`config.mk`:
```
export PLATFORM = sky130hd
export DESIGN_NAME = pixel_plot_buffer
export DESIGN_NICKNAME = d
export VERILOG_FILES = /design/src/rtl/pixel_plot_buffer.sv
export SDC_FILE = /design/constraint.sdc
export NUM_CORES = 1
export LEC_CHECK = 0
export CAP_MARGIN = 5
export CORE_MARGIN = 3
export CORE_UTILIZATION = 50
export DETAILED_ROUTE_END_ITERATION = 6
export DONT_BUFFER_PORTS = 1
export HOLD_SLACK_MARGIN = 0.1
export PLACE_DENSITY = 0.68
export SETUP_SLACK_MARGIN = 0.15
export SLEW_MARGIN = 0
export SYNTH_ARGS = -nofsm -noshare
export SYNTH_HDL_FRONTEND = slang
export SYNTH_SLANG_ARGS = --single-unit
```
`constraint.sdc`:
```
create_clock -name clk -period 2.1 [get_ports clk]
set_input_delay 0.42 -clock clk [delete_from_list [all_inputs] [get_ports clk]]
set_output_delay 0.42 -clock clk [all_outputs]
set_load 0.05 [all_outputs]
```
`src/rtl/pixel_plot_buffer.sv`:
```
// Decoupling buffer between a pixel drawing engine and a framebuffer write port.
// Computes linear addresses, drops off-screen plots, and queues writes in a small FIFO.
module pixel_plot_buffer #(
   parameter int DEPTH = 4
) (
   input  logic        clk,
   input  logic        reset,
   input  logic [7:0]  plot_x,
   input  logic [6:0]  plot_y,
   input  logic [2:0]  plot_colour,
   input  logic        plot_valid,
   output logic        plot_ready,
   output logic [14:0] fb_addr,
   output logic [2:0]  fb_data,
   output logic        fb_we,
   input  logic        fb_ack,
   output logic [7:0]  drop_count,
   output logic        busy
);

   localparam int PTR_W = $clog2(DEPTH);
   localparam int CNT_W = PTR_W + 1;
   localparam int SCREEN_W = 160;

   typedef struct packed {
      logic [14:0] addr;
      logic [2:0]  colour;
   } entry_t;

   typedef enum logic {
      ST_IDLE,
      ST_WRITE
   } state_t;

   entry_t            mem_q [DEPTH];
   logic [PTR_W-1:0]  wr_ptr_q, rd_ptr_q;
   logic [CNT_W-1:0]  count_q, count_d;
   logic [7:0]        drop_q, drop_d;
   state_t            state_q;
   logic              fb_we_q;
   logic [14:0]       fb_addr_q;
   logic [2:0]        fb_data_q;

   logic              fifo_empty;
   logic              in_range;
   logic              accept;
   logic              enq;
   logic              deq;
   logic [14:0]       pixel_addr;
   entry_t            head;

   assign fifo_empty = (count_q == '0);
   assign plot_ready = (count_q < CNT_W'(DEPTH));
   assign in_range   = (plot_x <= 8'd159) && (plot_y <= 7'd119);
   assign accept     = plot_valid && plot_ready;
   assign enq        = accept && in_range;
   // A write slot frees up either when idle or when the framebuffer takes the current word.
   assign deq        = !fifo_empty && ((state_q == ST_IDLE) || fb_ack);
   assign pixel_addr = 15'(plot_y) * 15'(SCREEN_W) + 15'(plot_x);
   assign head       = mem_q[rd_ptr_q];

   always_comb begin
      // NOTE: every combinational output gets a default first so no path can infer a latch.
      count_d = count_q;
      drop_d  = drop_q;
      case ({enq, deq})
         2'b10:   count_d = count_q + 1'b1;
         2'b01:   count_d = count_q - 1'b1;
         default: count_d = count_q;
      endcase
      if (accept && !in_range && (drop_q != 8'hFF)) begin
         drop_d = drop_q + 8'd1;
      end
   end

   // NOTE: storage has no reset; the occupancy count alone defines which words are meaningful.
   always_ff @(posedge clk) begin
      if (enq) begin
         mem_q[wr_ptr_q] <= '{addr: pixel_addr, colour: plot_colour};
      end
   end

   // NOTE: all state below uses non-blocking assignments so every register samples pre-edge values.
   always_ff @(posedge clk or negedge reset) begin
      if (!reset) begin
         wr_ptr_q  <= '0;
         rd_ptr_q  <= '0;
         count_q   <= '0;
         drop_q    <= '0;
         state_q   <= ST_IDLE;
         fb_we_q   <= 1'b0;
         fb_addr_q <= '0;
         fb_data_q <= '0;
      end else begin
         count_q <= count_d;
         drop_q  <= drop_d;
         if (enq) begin
            wr_ptr_q <= wr_ptr_q + 1'b1;
         end
         if (deq) begin
            rd_ptr_q <= rd_ptr_q + 1'b1;
         end
         case (state_q)
            ST_IDLE: begin
               if (deq) begin
                  fb_addr_q <= head.addr;
                  fb_data_q <= head.colour;
                  fb_we_q   <= 1'b1;
                  state_q   <= ST_WRITE;
               end
            end
            ST_WRITE: begin
               if (fb_ack) begin
                  if (deq) begin
                     fb_addr_q <= head.addr;
                     fb_data_q <= head.colour;
                  end else begin
                     fb_we_q <= 1'b0;
                     state_q <= ST_IDLE;
                  end
               end
            end
            default: begin
               fb_we_q <= 1'b0;
               state_q <= ST_IDLE;
            end
         endcase
      end
   end

   assign fb_we      = fb_we_q;
   assign fb_addr    = fb_addr_q;
   assign fb_data    = fb_data_q;
   assign drop_count = drop_q;
   assign busy       = !fifo_empty || (state_q == ST_WRITE);

endmodule
```
Yosys cells after proc, flatten, opt, wreduce, memory -nomap -nowiden
Memories as Yosys holds them, arrays and structs flattened.
Cells that the tools add are included.
Widths: inputs -> output; s select.
{"block": "totals", "memories": 1, "ff_bits": 35, "input_bits": 22, "ram_bits": 72, "output_inout_bits": 29}
{"memory": "mem_q", "depth": 4, "word_bits": 18, "read_ports": 1, "rd_clocked_by_memory_dff": 0, "write_ports": 1, "line_no": "35", "rtl": "entry_t mem_q [DEPTH];"}
{"block": "classes", "n_lt_le_gt_ge": 3, "bitwise_logic": 1, "eq_ne": 6, "mux": 16, "n_reduce_logical": 13, "add_sub_neg": 6, "mul": 1}
{"operator": "$mux 15", "n": 2}
{"operator": "$pmux 15 s2", "n": 1}
{"operator": "$add 15x8->15", "n": 1}
{"operator": "$pmux 3 s2", "n": 2}
{"operator": "$mul 7x3->10 const B", "n": 1}
{"operator": "$add 8x1->8 const B", "n": 1}
{"operator": "$le 8x8->1 const B", "n": 1}
{"operator": "$ne 8x8->1 const B", "n": 1}
{"operator": "$le 7x7->1 const B", "n": 1}
{"operator": "$mux 1", "n": 7}
{"operator": "$logic_and 1x1->1", "n": 6}
{"operator": "$mux 3", "n": 2}
{"operator": "$ne 2x2->1 const B", "n": 3}
{"operator": "$add 2x1->2 const B", "n": 2}
{"operator": "$pmux 1 s2", "n": 2}
{"operator": "$add 3x1->3 const B", "n": 1}
{"operator": "$logic_not 3->1", "n": 1}
{"operator": "$lt 3x3->1 const B", "n": 1}
{"operator": "$reduce_and 3->1", "n": 1}
{"operator": "$sub 3x1->3 const B", "n": 1}
{"operator": "$eq 2x1->1 const B", "n": 1}
{"operator": "$eq 2x2->1 const B", "n": 1}
{"operator": "$logic_not 1->1", "n": 2}
{"operator": "$logic_or 1x1->1", "n": 2}
{"operator": "other kinds (2)", "n": 2}

Longest topological paths before layout
{"block": "logic_depth", "word_depth": 6, "mapped_depth": 10, "mapped_depth_nobuf": 10}

Worst setup path after synthesis
No wires, ideal clock.
{"block": "synth_timing", "kind": "input -> register", "start": "in plot_y[1]", "end": "mem mem_q[0][17] in the netlist's numbering, data pin", "slack_ns": -0.604, "cell_stages": 7, "setup_ns": 0.216, "arrival_ns": 2.487, "n_path_buf": 0, "required_time_ns": 1.884, "cell_sequence": "ha_1 -> ha_1 -> fa_1 -> xor2_1 -> o21ai_1 -> or4_4 -> o41ai_2"}
{"block": "synth_via", "elab_chain_len": 2}
{"item": "start: declaration", "line_no": "9", "rtl": "input logic [6:0] plot_y,"}
{"item": "$mul 7x3->10", "line_no": "59", "rtl": "assign pixel_addr = 15'(plot_y) * 15'(SCREEN_W) + 15'(plot_x);"}
{"item": "$add 15x8->15", "line_no": "59"}
{"item": "net pixel_addr[14]", "line_no": "49", "rtl": "logic [14:0] pixel_addr;"}
{"item": "end: declaration", "line_no": "35"}
The timed path passes the listed nets, and every way through them passes these cells.

Worst setup path after layout
{"block": "layout_timing", "start": "in plot_y[1]", "end": "mem mem_q[0][15] in the netlist's numbering, data pin"}
Same word-level chain as after synthesis.

==> summary.json <==
{
  "cts-root-to-sink-buffers": 2,
  "report.final.slew_viol_count": 0,
  "worst_hold_path_type": "in2reg",
  "final_nets": 353,
  "first_global_vias": 2434,
  "post_synth.cell_area_avg_sq_um": 17.16,
  "fin_setup_tns_ps": 0,
  "p_clk_frac": 0.163,
  "antenna_cells_inserted": 0,
  "drt-vias-per-instance": 5.533,
  "fp.coreArea_sq_um": 8848,
  "clk_transition_reported_paths_ps": 100,
  "worst_path_maximum_fanout": 4,
  "status": "finished, final reports clean",
  "post_synth_main_area_contributors": "edfxtp_1, dfrtp_1, mux4_2, ha_1, mux2_2",
  "clkLatencyLatePin_ps": 360,
  "seqPwrFrac": 0.539,
  "synth_fp_nets": 313,
  "post_synthesis_cell_count": 269,
  "worstPathCellList": "ha_4 > ha_4 > fa_2 > nand2_2 > or4_4 > xnor2_1",
  "slowest_delay_ps": 570,
  "drt_wl_total_mm": 7.649,
  "synth-seq-cells": 107,
  "worstPathArrival_ps": 2240,
  "post_synth_instance_area_sq_um": 4617,
  "p_sw_mw": 2.587,
  "post-dp-hpwl_mm": 5.230,
  "slowest_stage": "fa_2",
  "area_of_the_die_sq_um": 10420,
  "endpoint_kind": "flip-flop",
  "vdd_ir_drop_max_mv": 0.4609,
  "synth_cell_types": 40,
  "timing.rr.start": "count_q[2]",
  "leak_pwr_nw": 2.001,
  "hold_start": "plot_x[3]",
  "grt_first_pass_wirelength_mm": 12.20,
  "cp_startpoint_kind": "primary input",
  "number_of_enable_type_register_cells_in_the_synthesized_netlist": 72,
  "worst_slew_margin_rel": 0.6524,
  "required_worst_endpoint_ps": 2250,
  "numPlacedInstances": 404,
  "final_number_of_hold_violating_endpoints": 0,
  "final_critical_path_setup_slack_ps": 16.50,
  "setup_viol": 0,
  "timing.max_cap.violations": 0,
  "clock-skew-final_ps": 8.228,
  "synth-main-ff-cell": "edfxtp_1",
  "cell_internal_pwr_mw": 4.194,
  "crit_path_frequent_cell": "ha_4",
  "cts.htree.levels": 3,
  "numClockSinks": 107,
  "pre_cts_setup_slack_ps": -394.4,
  "final_cells": 422,
  "remaining_drc_errors": 0,
  "drt.antenna.violating_nets": 0,
  "final.hold.worst_slack_ps": 146.5,
  "cts_tree": "yes",
  "n_fill_cell": 638,
  "floorplan.rows": 34,
  "ys.warnings.count": 0,
  "synth_largest_area_cell": "edfxtp_1",
  "place.port_buffers": 0,
  "die_width_microns": 102.1,
  "power.share.switching": 0.3815,
  "drt_iter0_drc": 77,
  "rsz_0062_raised_after_global_routing": "true",
  "globalRouteOverflowTotal": 0,
  "num_vias": 2335,
  "comb_power_share": 0.298,
  "crit_start": "plot_y[1]",
  "post_drt_wl_per_cell_microns": 18.13,
  "start_util": 0.5218,
  "crit_type": "in2reg",
  "gp_congestion": 0.7829,
  "groute.usage.overall": 0.1581,
  "drt-pass1-iter-count": 4,
  "final.period_utilization": 0.9921,
  "max_freq_mhz": 480.0,
  "worstMarginPinSlew_ps": 521.4,
  "pin_count": 51,
  "powerDensity_nw_per_um2": 1273,
  "vertical_die_dimension_microns": 102.1,
  "numCtsBuffers": 9,
  "yosysSeqAreaShare": 0.6580,
  "proportion_of_register_bits_with_asynchronous_set_or_reset_after_synthesis": 0.3271,
  "largest_net_degree_at_the_start_of_global_routing": 36,
  "syn_to_final_growth_pct": 15.42,
  "synth_largest_type_area_fraction": 0.4683,
  "number_of_antenna_violations_at_the_first_check_in_global_routing": 0,
  "power_total_mw": 6.781,
  "layout-drive-gt1-share": 0.3376,
  "period_needed_ps": 2084,
  "cts_root_buffer": "clkbuf_8"
}
## critical path, delay by kind of cell
kind	cells	cell delay [ps]
and+or+nand+nor	2	560
adders and majority gates	3	950
xor gates and xnor gates	1	300
## cells in the final DEF (no fill, tap or decap), types with 3 or more instances in the layout
cell       n
edfxtp_1  72
dfrtp_1   35
buf_4     29
mux2_2    20
mux4_2    18
xnor2_1   15
ha_1      14
inv_1     13
nor2_1     9
clkbuf_8   9
o21ai_0    7
and2_1     5
buf_12     5
nand4_1    4
nand3_1    4
ha_4       4
nand2_1    3
a21oi_1    3
xor2_1     3
and3_1     3
## sequential cells by signal, indices dropped and copies added, names as in the netlist
name        count
state_q         1
fb_data         3
rd_ptr_q        2
mem_q          72
count_q         3
fb_we           1
fb_addr        15
wr_ptr_q        2
drop_count      8
## cells by family (layout without fill, tap and decap cells)
logic type      Yosys count  in the layout  share of synthesized area
fa+ha+maj                22             22                    0.06450
simple gates             38             38                    0.04499
flops                   107            107                     0.6580
mux                      39             39                     0.1388
compound gates           23             23                    0.03469
xor+xnor                 21             21                    0.04282
buf+inv                  19             64                    0.01626
## final timing paths
check / endpoint / slack [ps] / cells after the start
min in group asynchronous: fb_addr[4] / 500 / 2
setup / recovery: mem_q[0][15] / 20 / 6
hold reg to reg: count_q[0] / 510 / 1
hold / removal: mem_q[3][6] / 150 / 0
max in group asynchronous: wr_ptr_q[0] / 1410 / 2
setup reg to reg: count_q[2] / 340 / 9
## power by group through the flow
stage | Combinational [mW] | Clock [mW] | Sequential [mW]
2_1_floorplan | 1.40 | 0 | 3.76
6_report | 2.02 | 1.11 | 3.65
5_1_grt | 2.20 | 1.24 | 3.71
3_3_place_gp | 1.95 | 0 | 3.70
3_5_place_dp | 2.01 | 0 | 3.72
4_1_cts | 2.05 | 1.13 | 3.67
## cells in the mapped netlist, types with 4 or more instances
library cell	n
nand2_1	5
ha_1	19
nor2_1	9
mux4_2	18
dfrtp_1	35
o21ai_0	7
a21oi_1	5
and2_1	5
xor2_1	4
nand4_1	4
inv_1	13
nand3_1	4
xnor2_1	16
edfxtp_1	72
mux2_2	20
## through the flow
step / utilization / instance area, sq um
global placement: 0.5755 / 5092
global route: 0.6022 / 5329
finish: 0.6022 / 5329
CTS: 0.5995 / 5305
detailed placement: 0.5755 / 5092
floorplan: - / 4686
## layer usage
metal  vias to the layer above  wire [microns]  global-route usage
met5                         -               0                   0
li1                       1105               -                   -
met2                        52            3714              0.2484
met3                         8             434             0.04369
met1                      1170            3375              0.2078
met4                         0             125             0.06963
## area by class of cell
| type | instances | area [sq um] | share of cell area |
|---|---|---|---|
| sequential | 107 | 3038 | 0.5701 |
| multi-input combinational | 143 | 1609 | 0.3019 |
| tap | 108 | 135.1 | 0.02536 |
| clock buffer | 11 | 131.4 | 0.02465 |
| inverter | 13 | 48.80 | 0.009157 |
| timing repair buffer | 35 | 327.8 | 0.06152 |
| clock inverter | 5 | 38.79 | 0.007279 |
## what timing repair did
| item | in CTS | in global routing |
|---|---|---|
| endpoints found under the setup margin | 13 | 16 |
| hold endpoints to repair | 35 | 0 |
| hold buffers | 2 | 0 |
| setup buffers | 0 | 0 |
| gates resized for setup | 4 | 3 |
Power figures use the tool's default switching activity.
